<file path="config.mk">
export PLATFORM = sky130hd
export DESIGN_NAME = dma_axi_ctrl
export DESIGN_NICKNAME = d
export VERILOG_FILES = /design/src/rtl/dma_axi_ctrl.sv
export SDC_FILE = /design/constraint.sdc
export NUM_CORES = 1
export LEC_CHECK = 0
export CORE_MARGIN = 5
export CORE_UTILIZATION = 40
export DETAILED_ROUTE_END_ITERATION = 8
export DONT_BUFFER_PORTS = 1
export PLACE_DENSITY_LB_ADDON = 0.15
export SYNTH_ARGS = -nofsm -noshare
export SYNTH_HDL_FRONTEND = slang
export SYNTH_SLANG_ARGS = --single-unit
export TNS_END_PERCENT = 100
</file>
<file path="constraint.sdc">
create_clock -name hclk -period 15.6 [get_ports hclk]
set_input_delay 3.12 -clock hclk [delete_from_list [all_inputs] [get_ports hclk]]
set_output_delay 3.12 -clock hclk [all_outputs]
set_load 0.02 [all_outputs]
</file>
<file path="src/rtl/dma_axi_ctrl.sv">
// rtl/dma_axi_ctrl.sv - memory-to-memory AXI DMA: one read burst into a local FIFO, then one write burst out of it
// Bursts are clipped so neither side crosses a 4KB page; an error response aborts after the current transaction.
module dma_axi_ctrl #(
    parameter int MAX_BURST = 16
) (
    input  logic        hclk,
    input  logic        hreset,
    input  logic        dma_axi_start,
    input  logic [31:0] dma_cfg_saddr,
    input  logic [31:0] dma_cfg_daddr,
    input  logic [13:0] dma_cfg_number,
    output logic        dma_axi_done,
    output logic        dma_err,
    output logic        axi_arvalid,
    input  logic        axi_arready,
    output logic [31:0] axi_araddr,
    output logic [7:0]  axi_arlen,
    output logic [2:0]  axi_arsize,
    output logic [1:0]  axi_arburst,
    input  logic        axi_rvalid,
    output logic        axi_rready,
    input  logic [31:0] axi_rdata,
    input  logic [1:0]  axi_rresp,
    input  logic        axi_rlast,
    output logic        axi_awvalid,
    input  logic        axi_awready,
    output logic [31:0] axi_awaddr,
    output logic [7:0]  axi_awlen,
    output logic [2:0]  axi_awsize,
    output logic [1:0]  axi_awburst,
    output logic        axi_wvalid,
    input  logic        axi_wready,
    output logic [31:0] axi_wdata,
    output logic [3:0]  axi_wstrb,
    output logic        axi_wlast,
    input  logic        axi_bvalid,
    output logic        axi_bready,
    input  logic [1:0]  axi_bresp
);
    localparam int IW = (MAX_BURST > 1) ? $clog2(MAX_BURST) : 1;

    typedef enum logic [2:0] {
        S_IDLE, S_RD_ADDR, S_RD_DATA, S_WR_ADDR, S_WR_DATA, S_WR_RESP
    } state_t;

    state_t      state_q, state_d;
    logic [31:0] rd_ptr_q, rd_ptr_d, wr_ptr_q, wr_ptr_d;
    logic [13:0] rem_q, rem_d, len_q, len_d, beat_q, beat_d, len_c;
    logic        err_q, err_d, done_q, done_d;
    logic        start_acc, fifo_push;
    logic [10:0] rd_room, wr_room;
    logic [31:0] fifo_q [MAX_BURST];

    // Words left before each pointer reaches its next 4KB page
    always_comb begin
        rd_room = 11'd1024 - {1'b0, rd_ptr_q[11:2]};
        wr_room = 11'd1024 - {1'b0, wr_ptr_q[11:2]};
        len_c   = 14'(MAX_BURST);
        if (rem_q < len_c) len_c = rem_q;
        if ({3'b000, rd_room} < len_c) len_c = {3'b000, rd_room};
        if ({3'b000, wr_room} < len_c) len_c = {3'b000, wr_room};
    end

    always_comb begin
        state_d     = state_q;
        rd_ptr_d    = rd_ptr_q;
        wr_ptr_d    = wr_ptr_q;
        rem_d       = rem_q;
        len_d       = len_q;
        beat_d      = beat_q;
        err_d       = err_q;
        start_acc   = 1'b0;
        fifo_push   = 1'b0;
        axi_arvalid = 1'b0;
        axi_rready  = 1'b0;
        axi_awvalid = 1'b0;
        axi_wvalid  = 1'b0;
        axi_wlast   = 1'b0;
        axi_bready  = 1'b0;
        case (state_q)
            S_IDLE: begin
                if (dma_axi_start && done_q) begin
                    start_acc = 1'b1;
                    rd_ptr_d  = dma_cfg_saddr & 32'hFFFF_FFFC;
                    wr_ptr_d  = dma_cfg_daddr & 32'hFFFF_FFFC;
                    rem_d     = dma_cfg_number;
                    err_d     = 1'b0;
                    beat_d    = '0;
                    if (dma_cfg_number != 14'd0) state_d = S_RD_ADDR;
                end
            end
            S_RD_ADDR: begin
                axi_arvalid = 1'b1;
                len_d       = len_c;
                beat_d      = '0;
                if (axi_arready) state_d = S_RD_DATA;
            end
            S_RD_DATA: begin
                axi_rready = 1'b1;
                if (axi_rvalid) begin
                    // Surplus beats from a misbehaving slave are drained but never stored
                    fifo_push = (beat_q < len_q);
                    beat_d    = beat_q + 14'd1;
                    if (axi_rresp != 2'b00) err_d = 1'b1;
                    if (axi_rlast != (beat_q + 14'd1 == len_q)) err_d = 1'b1;
                    if (axi_rlast) begin
                        beat_d  = '0;
                        state_d = err_d ? S_IDLE : S_WR_ADDR;
                    end
                end
            end
            S_WR_ADDR: begin
                axi_awvalid = 1'b1;
                if (axi_awready) state_d = S_WR_DATA;
            end
            S_WR_DATA: begin
                axi_wvalid = 1'b1;
                axi_wlast  = (beat_q + 14'd1 == len_q);
                if (axi_wready) begin
                    beat_d = beat_q + 14'd1;
                    if (axi_wlast) begin
                        beat_d  = '0;
                        state_d = S_WR_RESP;
                    end
                end
            end
            S_WR_RESP: begin
                axi_bready = 1'b1;
                if (axi_bvalid) begin
                    if (axi_bresp != 2'b00) begin
                        err_d   = 1'b1;
                        state_d = S_IDLE;
                    end else begin
                        rd_ptr_d = rd_ptr_q + {16'd0, len_q, 2'b00};
                        wr_ptr_d = wr_ptr_q + {16'd0, len_q, 2'b00};
                        rem_d    = rem_q - len_q;
                        state_d  = (rem_d == 14'd0) ? S_IDLE : S_RD_ADDR;
                    end
                end
            end
            default: state_d = S_IDLE;
        endcase
        // Done is withheld for the cycle after an accepted start, even for zero-length requests
        done_d = (state_d == S_IDLE) && !start_acc;
    end

    always_ff @(posedge hclk) begin
        if (hreset) begin
            state_q  <= S_IDLE;
            rd_ptr_q <= '0;
            wr_ptr_q <= '0;
            rem_q    <= '0;
            len_q    <= '0;
            beat_q   <= '0;
            err_q    <= 1'b0;
            done_q   <= 1'b1;
        end else begin
            state_q  <= state_d;
            rd_ptr_q <= rd_ptr_d;
            wr_ptr_q <= wr_ptr_d;
            rem_q    <= rem_d;
            len_q    <= len_d;
            beat_q   <= beat_d;
            err_q    <= err_d;
            done_q   <= done_d;
        end
    end

    always_ff @(posedge hclk) begin
        if (fifo_push) fifo_q[beat_q[IW-1:0]] <= axi_rdata;
    end

    assign dma_axi_done = done_q;
    assign dma_err      = err_q;
    assign axi_araddr   = rd_ptr_q;
    assign axi_arlen    = 8'(len_c - 14'd1);
    assign axi_arsize   = 3'b010;
    assign axi_arburst  = 2'b01;
    assign axi_awaddr   = wr_ptr_q;
    assign axi_awlen    = 8'(len_q - 14'd1);
    assign axi_awsize   = 3'b010;
    assign axi_awburst  = 2'b01;
    assign axi_wdata    = fifo_q[beat_q[IW-1:0]];
    assign axi_wstrb    = 4'hF;

endmodule

</file>
Word-level counts from Yosys, hierarchy flattened
Memory sizes are Yosys's and may differ from the RTL's. A register that Yosys moved wholly into a read port is not among the register bits.
Cells that the tools add are included.
Word-level totals
  flip-flop bits (word level): 111
  memory bits (writable): 512
  input bits: 123
  output and inout bits: 134
  word-level logic and storage cells: 106
  memories kept: 1
Operators by class
  add/subtract/negate cells: 8
  order comparisons: 4
  eq/ne operators: 13
  muxes and demuxes: 57
  reduce and logical (&&, ||, !) cells: 15
Memory list
  fifo_q: depth 16, bits a word 32, read ports 1, clocked after Yosys merged registers in 1, write ports 1, line 52  | logic [31:0] fifo_q [MAX_BURST];
Operator list (number)
  32-bit 2-to-1 mux: 6
  14-bit 2-to-1 mux: 11
  32-bit one-hot mux with 2 select lines: 2
  32-bit by 16-bit adder with 32-bit output: 2
  14-bit one-hot mux with 4 select lines: 1
  11-bit by 14-bit < comparator with 1-bit output: 2
  14-bit one-hot mux with 2 select lines: 1
  3-bit 2-to-1 mux: 9
  1-bit 2-to-1 mux: 22
  11-bit by 10-bit subtractor with 11-bit output, first input constant: 2
  3-bit one-hot mux with 6 select lines: 1
  8-bit by 1-bit subtractor with 8-bit output, second input constant: 2
  14-bit by 1-bit adder with 14-bit output, second input constant: 1
  14-bit equality test: 1
  14-bit logical NOT: 1
  14-bit < comparator: 1
  14-bit by 5-bit < comparator with 1-bit output, second input constant: 1
  14-bit nonzero test: 1
  14-bit subtractor: 1
  2-bit inequality test, second input constant: 6
  4-bit 2-to-1 mux: 2
  4-bit AND reduction: 2
  3-bit by 2-bit equality test with 1-bit output, second input constant: 2
  3-bit equality test, second input constant: 2
  other kinds (11): 15

Depth between registers and ports, before layout
  depth after elaboration: 12
  depth in mapped cells: 29
  mapped depth without buffers: 25

Worst setup path after synthesis
Ideal clock, no wire load.
  kind: register to output
  start: register rd_ptr_q[4] (netlist: axi_araddr[4])
  end: output port axi_arlen[6]
  arrival: 5580 ps
  data required time: 12480 ps
  path slack: 6900 ps
  stages on the path, launching flop included: 26
  buffers on the path: 2
  path through: dfxtp_1 or4_1 nor3_1 nand2_1 xor2_1 ha_1 a21oi_1 a21oi_1 a211oi_2 and2_1 clkbuf_1 nor2_1 a21oi_1 ha_1 nor3_1 a2111o_1 o21ai_1 maj3_2 a21oi_4 buf_6 mux2_1 ha_1 nor2b_1 nand3_1 xnor2_1 o21ai_1
On the way
  longest elaborated chain between the ends: 6
RTL lines
  start: declaration: line 47  | logic [31:0] rd_ptr_q, rd_ptr_d, wr_ptr_q, wr_ptr_d;
  start signal: assignment: line 159  | rd_ptr_q <= rd_ptr_d;
  11-bit by 10-bit subtractor with 11-bit output (*): line 56  | rd_room = 11'd1024 - {1'b0, rd_ptr_q[11:2]};
  11-bit by 14-bit < comparator with 1-bit output: line 60  | if ({3'b000, rd_room} < len_c) len_c = {3'b000, rd_room};
  14-bit 2-to-1 mux (*): line 60
  11-bit by 14-bit < comparator with 1-bit output: line 61  | if ({3'b000, wr_room} < len_c) len_c = {3'b000, wr_room};
  14-bit 2-to-1 mux (*): line 61
  8-bit by 1-bit subtractor with 8-bit output (*): line 176  | assign axi_arlen = 8'(len_c - 14'd1);
  end: declaration: line 17  | output logic [7:0] axi_arlen,
Every way passes the cells marked *; elsewhere a longest branch is shown, timed or not.

Worst setup path in the final report
Ends and elaborated chain as after synthesis.

==> metrics.log <==
[metrics] met1 capacity usage during global routing: 23.24%
[metrics] CP max stage delay: 670 ps
[metrics] placement row count: 98
[metrics] antenna violations before repair: 2
[metrics] LEAKAGE: 10.42 nW
[metrics] routed wire length per instance: 24.92 µm
[metrics] DRC violations left: 0
[metrics] TritonRoute pass-1 iters: 5
[metrics] busiest metal layer after global routing: met2
[metrics] Core ar.: 71490 µm²
[metrics] Reg clk slew, reported paths: 60 ps
[metrics] Sum Neg Setup Slack: 0 ps
[metrics] fill cell count: 6264
[metrics] TritonCTS clock tree: yes
[metrics] leading register cell type out of synthesis: sky130_fd_sc_hd__edfxtp_1
[metrics] area occupied by multi-input gates: 10530 µm²
[metrics] quantity of I/O buffers inserted on ports: 0
[metrics] register area: 17610 µm²
[metrics] kind of start point of the critical path: register
[metrics] number of buffers created by CTS: 70
[metrics] worst vdd ir: 0.0001078 V
[metrics] total number of clock tree sinks: 623
[metrics] IO Count: 257
[metrics] Critical-path top delay cell: sky130_fd_sc_hd__a21oi_4
[metrics] Seq/Total Area, Yosys: 61.13%
[metrics] share of the cycle needed by the critical path after routing: 66.69%
[metrics] count of buffers added by post-CTS timing repair for setup: 0
[metrics] cell at the root of the clock tree: sky130_fd_sc_hd__clkbuf_16
[metrics] Layout Area Growth over Synthesis: 11.95%
[metrics] clock skew after layout: 43.94 ps
[metrics] overall global routing resource usage: 19.05%
[metrics] proportion of layout cells with a drive suffix above 1: 17.05%
[metrics] async set-reset flop share out of synthesis: 0%
[metrics] slew at the pin closest to its max-slew limit: 1092 ps
[metrics] number of hold violations in the final report: 0
[metrics] number of synthesized register bits: 623
[metrics] detailed placement HPWL: 45620 µm
[metrics] Detailed Route WL: 75160 µm
[metrics] total overflow reported by the global router: 0
[metrics] Placer Congestion: 0.9073
[metrics] height of the die: 278.3 µm
[metrics] maximum number of pins on one net before global-route repair: 93
[metrics] RSZ-0062 raised after global routing: no
[metrics] Starting Density: 40.27%
[metrics] startpoint of the most critical hold path: beat_q[13]$_SDFFE_PP0P_
[metrics] final max-slew violation count: 0
[metrics] outcome: completed
[metrics] die width: 278.3 µm
[metrics] clock insertion delay at the later pin of the skew report: 620 ps
[metrics] global routing usage on met2: 33.22%
[metrics] antenna-violating nets left: 0
[metrics] number of nets in the finished design: 2218
[metrics] Worst Setup Slack post-DPL: 5870 ps
[metrics] worst min-delay path class: reg2reg
[metrics] number of warnings issued by yosys: 0
[metrics] number of flops mapped to enable cells by yosys: 512
[metrics] cts-stage hold buffer count: 0
[metrics] final-report setup violation count: 0
[metrics] Worst Setup End Kind: output port
[metrics] data arrival time of the worst path: 7280 ps
[metrics] highest clock rate: 96.12 MHz
[metrics] post-layout worst setup margin: 5196 ps
[metrics] reg-to-reg setup timing slack: 9970 ps
[metrics] vias in the first global route: 17.91k
[metrics] number of distinct library cell variants in the gate-level netlist after synthesis: 81
[metrics] syn_area_per_cell: 14.33 µm²
[metrics] max-cap check violation count: 0
[metrics] post-CTS sizing: 0
[metrics] worst max-slew margin expressed relative to the limit: 26.62%
[metrics] fraction of met3 tracks used by global routing: 5.570%
[metrics] deepest clock path buffer count: 3
[metrics] Pwr Density: 133.6 nW/µm²
[metrics] Worst Setup Path Type: reg2out
[metrics] full die area: 77430 µm²
[metrics] FF-to-FF Start: axi_araddr[4]$_SDFFE_PP0P_
[metrics] crit-path cells: or4_1 -> nor3_1 -> nand2_1 -> nor3_1 -> ha_1 -> nand2_1 -> a21oi_1 -> a211oi_2 -> and2_1 -> nor2_1 -> a21oi_1 -> ha_1 -> nor3_1 -> a2111o_1 -> o21ai_1 -> maj3_2 -> a21oi_4 -> mux2_1 -> ha_1 -> nor2b_1 -> nand3_1 -> xnor2_1 -> o21ai_1
[metrics] first-pass GRT wire length: 113200 µm
[metrics] cell count after synthesis: 2009
[metrics] Min Clock Period, post-route: 10400 ps
[metrics] initial DRC count: 962
[metrics] number of vias per cell after detailed routing: 5.731
[metrics] combined area of all synthesized cells: 28790 µm²
[metrics] CP max FO: 31
[metrics] H-tree levels: 3
[metrics] total via count in the routed design: 17.29k
[metrics] launch point of the worst path: axi_araddr[4]$_SDFFE_PP0P_
[metrics] Required @ worst endpoint: 12480 ps
## final timing paths
path	to	cells past startpoint
worst min register to register	beat_q[13]$_SDFFE_PP0P_	2
worst max register to register	len_q[5]$_SDFFE_PP0P_	19
worst max-delay path	axi_arlen[6]	23
worst min-delay path	beat_q[13]$_SDFFE_PP0P_	2
## Yosys cell counts (14+ instances only)
master,n,share of area (%)
sky130_fd_sc_hd__nor2b_1,16,0.35
sky130_fd_sc_hd__o21a_1,20,0.52
sky130_fd_sc_hd__xnor2_1,52,1.6
sky130_fd_sc_hd__ha_1,81,3.5
sky130_fd_sc_hd__dfxtp_1,111,7.7
sky130_fd_sc_hd__and3_1,16,0.35
sky130_fd_sc_hd__a211oi_1,35,0.91
sky130_fd_sc_hd__a311oi_1,18,0.55
sky130_fd_sc_hd__nor3_1,54,0.94
sky130_fd_sc_hd__a21o_1,14,0.37
sky130_fd_sc_hd__buf_4,19,0.50
sky130_fd_sc_hd__a21oi_1,76,1.3
sky130_fd_sc_hd__or3_1,15,0.33
sky130_fd_sc_hd__nor4_1,26,0.57
sky130_fd_sc_hd__nand3_1,34,0.59
sky130_fd_sc_hd__mux4_2,160,13
sky130_fd_sc_hd__o21ai_0,59,1.0
sky130_fd_sc_hd__xor2_1,26,0.79
sky130_fd_sc_hd__nand2_1,126,1.6
sky130_fd_sc_hd__edfxtp_1,512,53
sky130_fd_sc_hd__nand4_1,23,0.50
sky130_fd_sc_hd__clkbuf_1,79,1.0
sky130_fd_sc_hd__buf_1,19,0.25
sky130_fd_sc_hd__inv_1,59,0.77
sky130_fd_sc_hd__nor2_1,130,1.7
sky130_fd_sc_hd__a31oi_1,28,0.61
sky130_fd_sc_hd__and2_1,21,0.46
sky130_fd_sc_hd__o21ai_1,17,0.30
## cell usage in the layout (no fill, tap or decap), drive strengths merged, types with 23 or more instances in the layout
cell type / synthesis / final
edfxtp: 512 / 512
mux4: 160 / 160
nor2: 130 / 130
nand2: 126 / 126
dfxtp: 111 / 111
ha: 81 / 81
clkbuf: 79 / 81
a21oi: 80 / 80
o21ai: 76 / 76
inv: 61 / 64
nor3: 54 / 54
xnor2: 52 / 52
a211oi: 36 / 36
nand3: 34 / 34
buf: 45 / 32
nor4: 29 / 29
a31oi: 28 / 28
clkinv: 1 / 28
xor2: 26 / 26
conb: 2 / 24
nand4: 23 / 23
## critical path, delay by kind of cell (launching register included)
family,cells,cell delay [ps]
AND/OR/NAND/NOR,10,2410
AO/OA/AOI/OAI,7,2010
multiplexers,1,400
flip-flops,1,460
adder cells (fa/ha/maj),4,1190
XOR/XNOR,1,170
## area by class of cell
| type | count | area share, % |
|---|---|---|
| sequential | 623 | 54.64 |
| multi-input combinational | 1222 | 32.68 |
| timing repair buffer | 32 | 0.7843 |
| antenna | 1 | 0.007765 |
| tap | 950 | 3.688 |
| inverter | 62 | 0.7222 |
| clock inverter | 45 | 1.817 |
| clock buffer | 81 | 5.661 |
## power by group
group	leakage, nW	total, mW	switching [mW]	internal [mW]
clock network	1.16	1.71	0.688	1.02
registers	5.51	1.92	0.0890	1.83
logic	3.74	0.681	0.432	0.249
## registers in the layout, indices dropped and copies added, names as in the netlist, named ones only
| register | count |
|---|---|
| axi_araddr | 30 |
| axi_awaddr | 30 |
| beat_q | 14 |
| dma_axi_done | 1 |
| dma_err | 1 |
| fifo_q | 512 |
| len_q | 14 |
| rem_q | 14 |
| state_q | 3 |
## kinds of logic (layout without fill, tap and decap cells)
kind of cell	after synthesis	in the layout	share of synthesized area, %
compound gates	355	355	8.289
xor+xnor	78	78	2.373
fa+ha+maj	85	85	3.768
buf+inv	186	220	2.769
flops	623	623	61.13
mux	170	170	12.89
other cells	2	25	0.02609
simple gates	510	510	8.758
## metrics by stage
stage | utilization, % | std cells | hold WS [ps] | cell area, µm² | total power, mW
6_report | 45.08 | 3016 | 496.0 | 32230 | 4.305
5_1_grt | 45.08 | 3016 | 527.2 | 32230 | 4.496
4_1_cts | 45.08 | 3015 | 498.4 | 32220 | 4.352
3_5_place_dp | 41.71 | 2889 | 488.2 | 29810 | 2.637
3_3_place_gp | 41.71 | 2889 | 489.6 | 29810 | 2.628
2_1_floorplan | - | 2031 | 463.1 | 28870 | 2.503
## metal layers
layer / share of wire (%) / wire length (µm) / up-vias
met3: 7.9 / 5904 / 103
met2: 51 / 38220 / 540
met1: 39 / 29290 / 8772
met5: 0 / 0 / -
li1: - / - / 7871
met4: 2.3 / 1746 / 0
(Power assumes the default switching activity.)
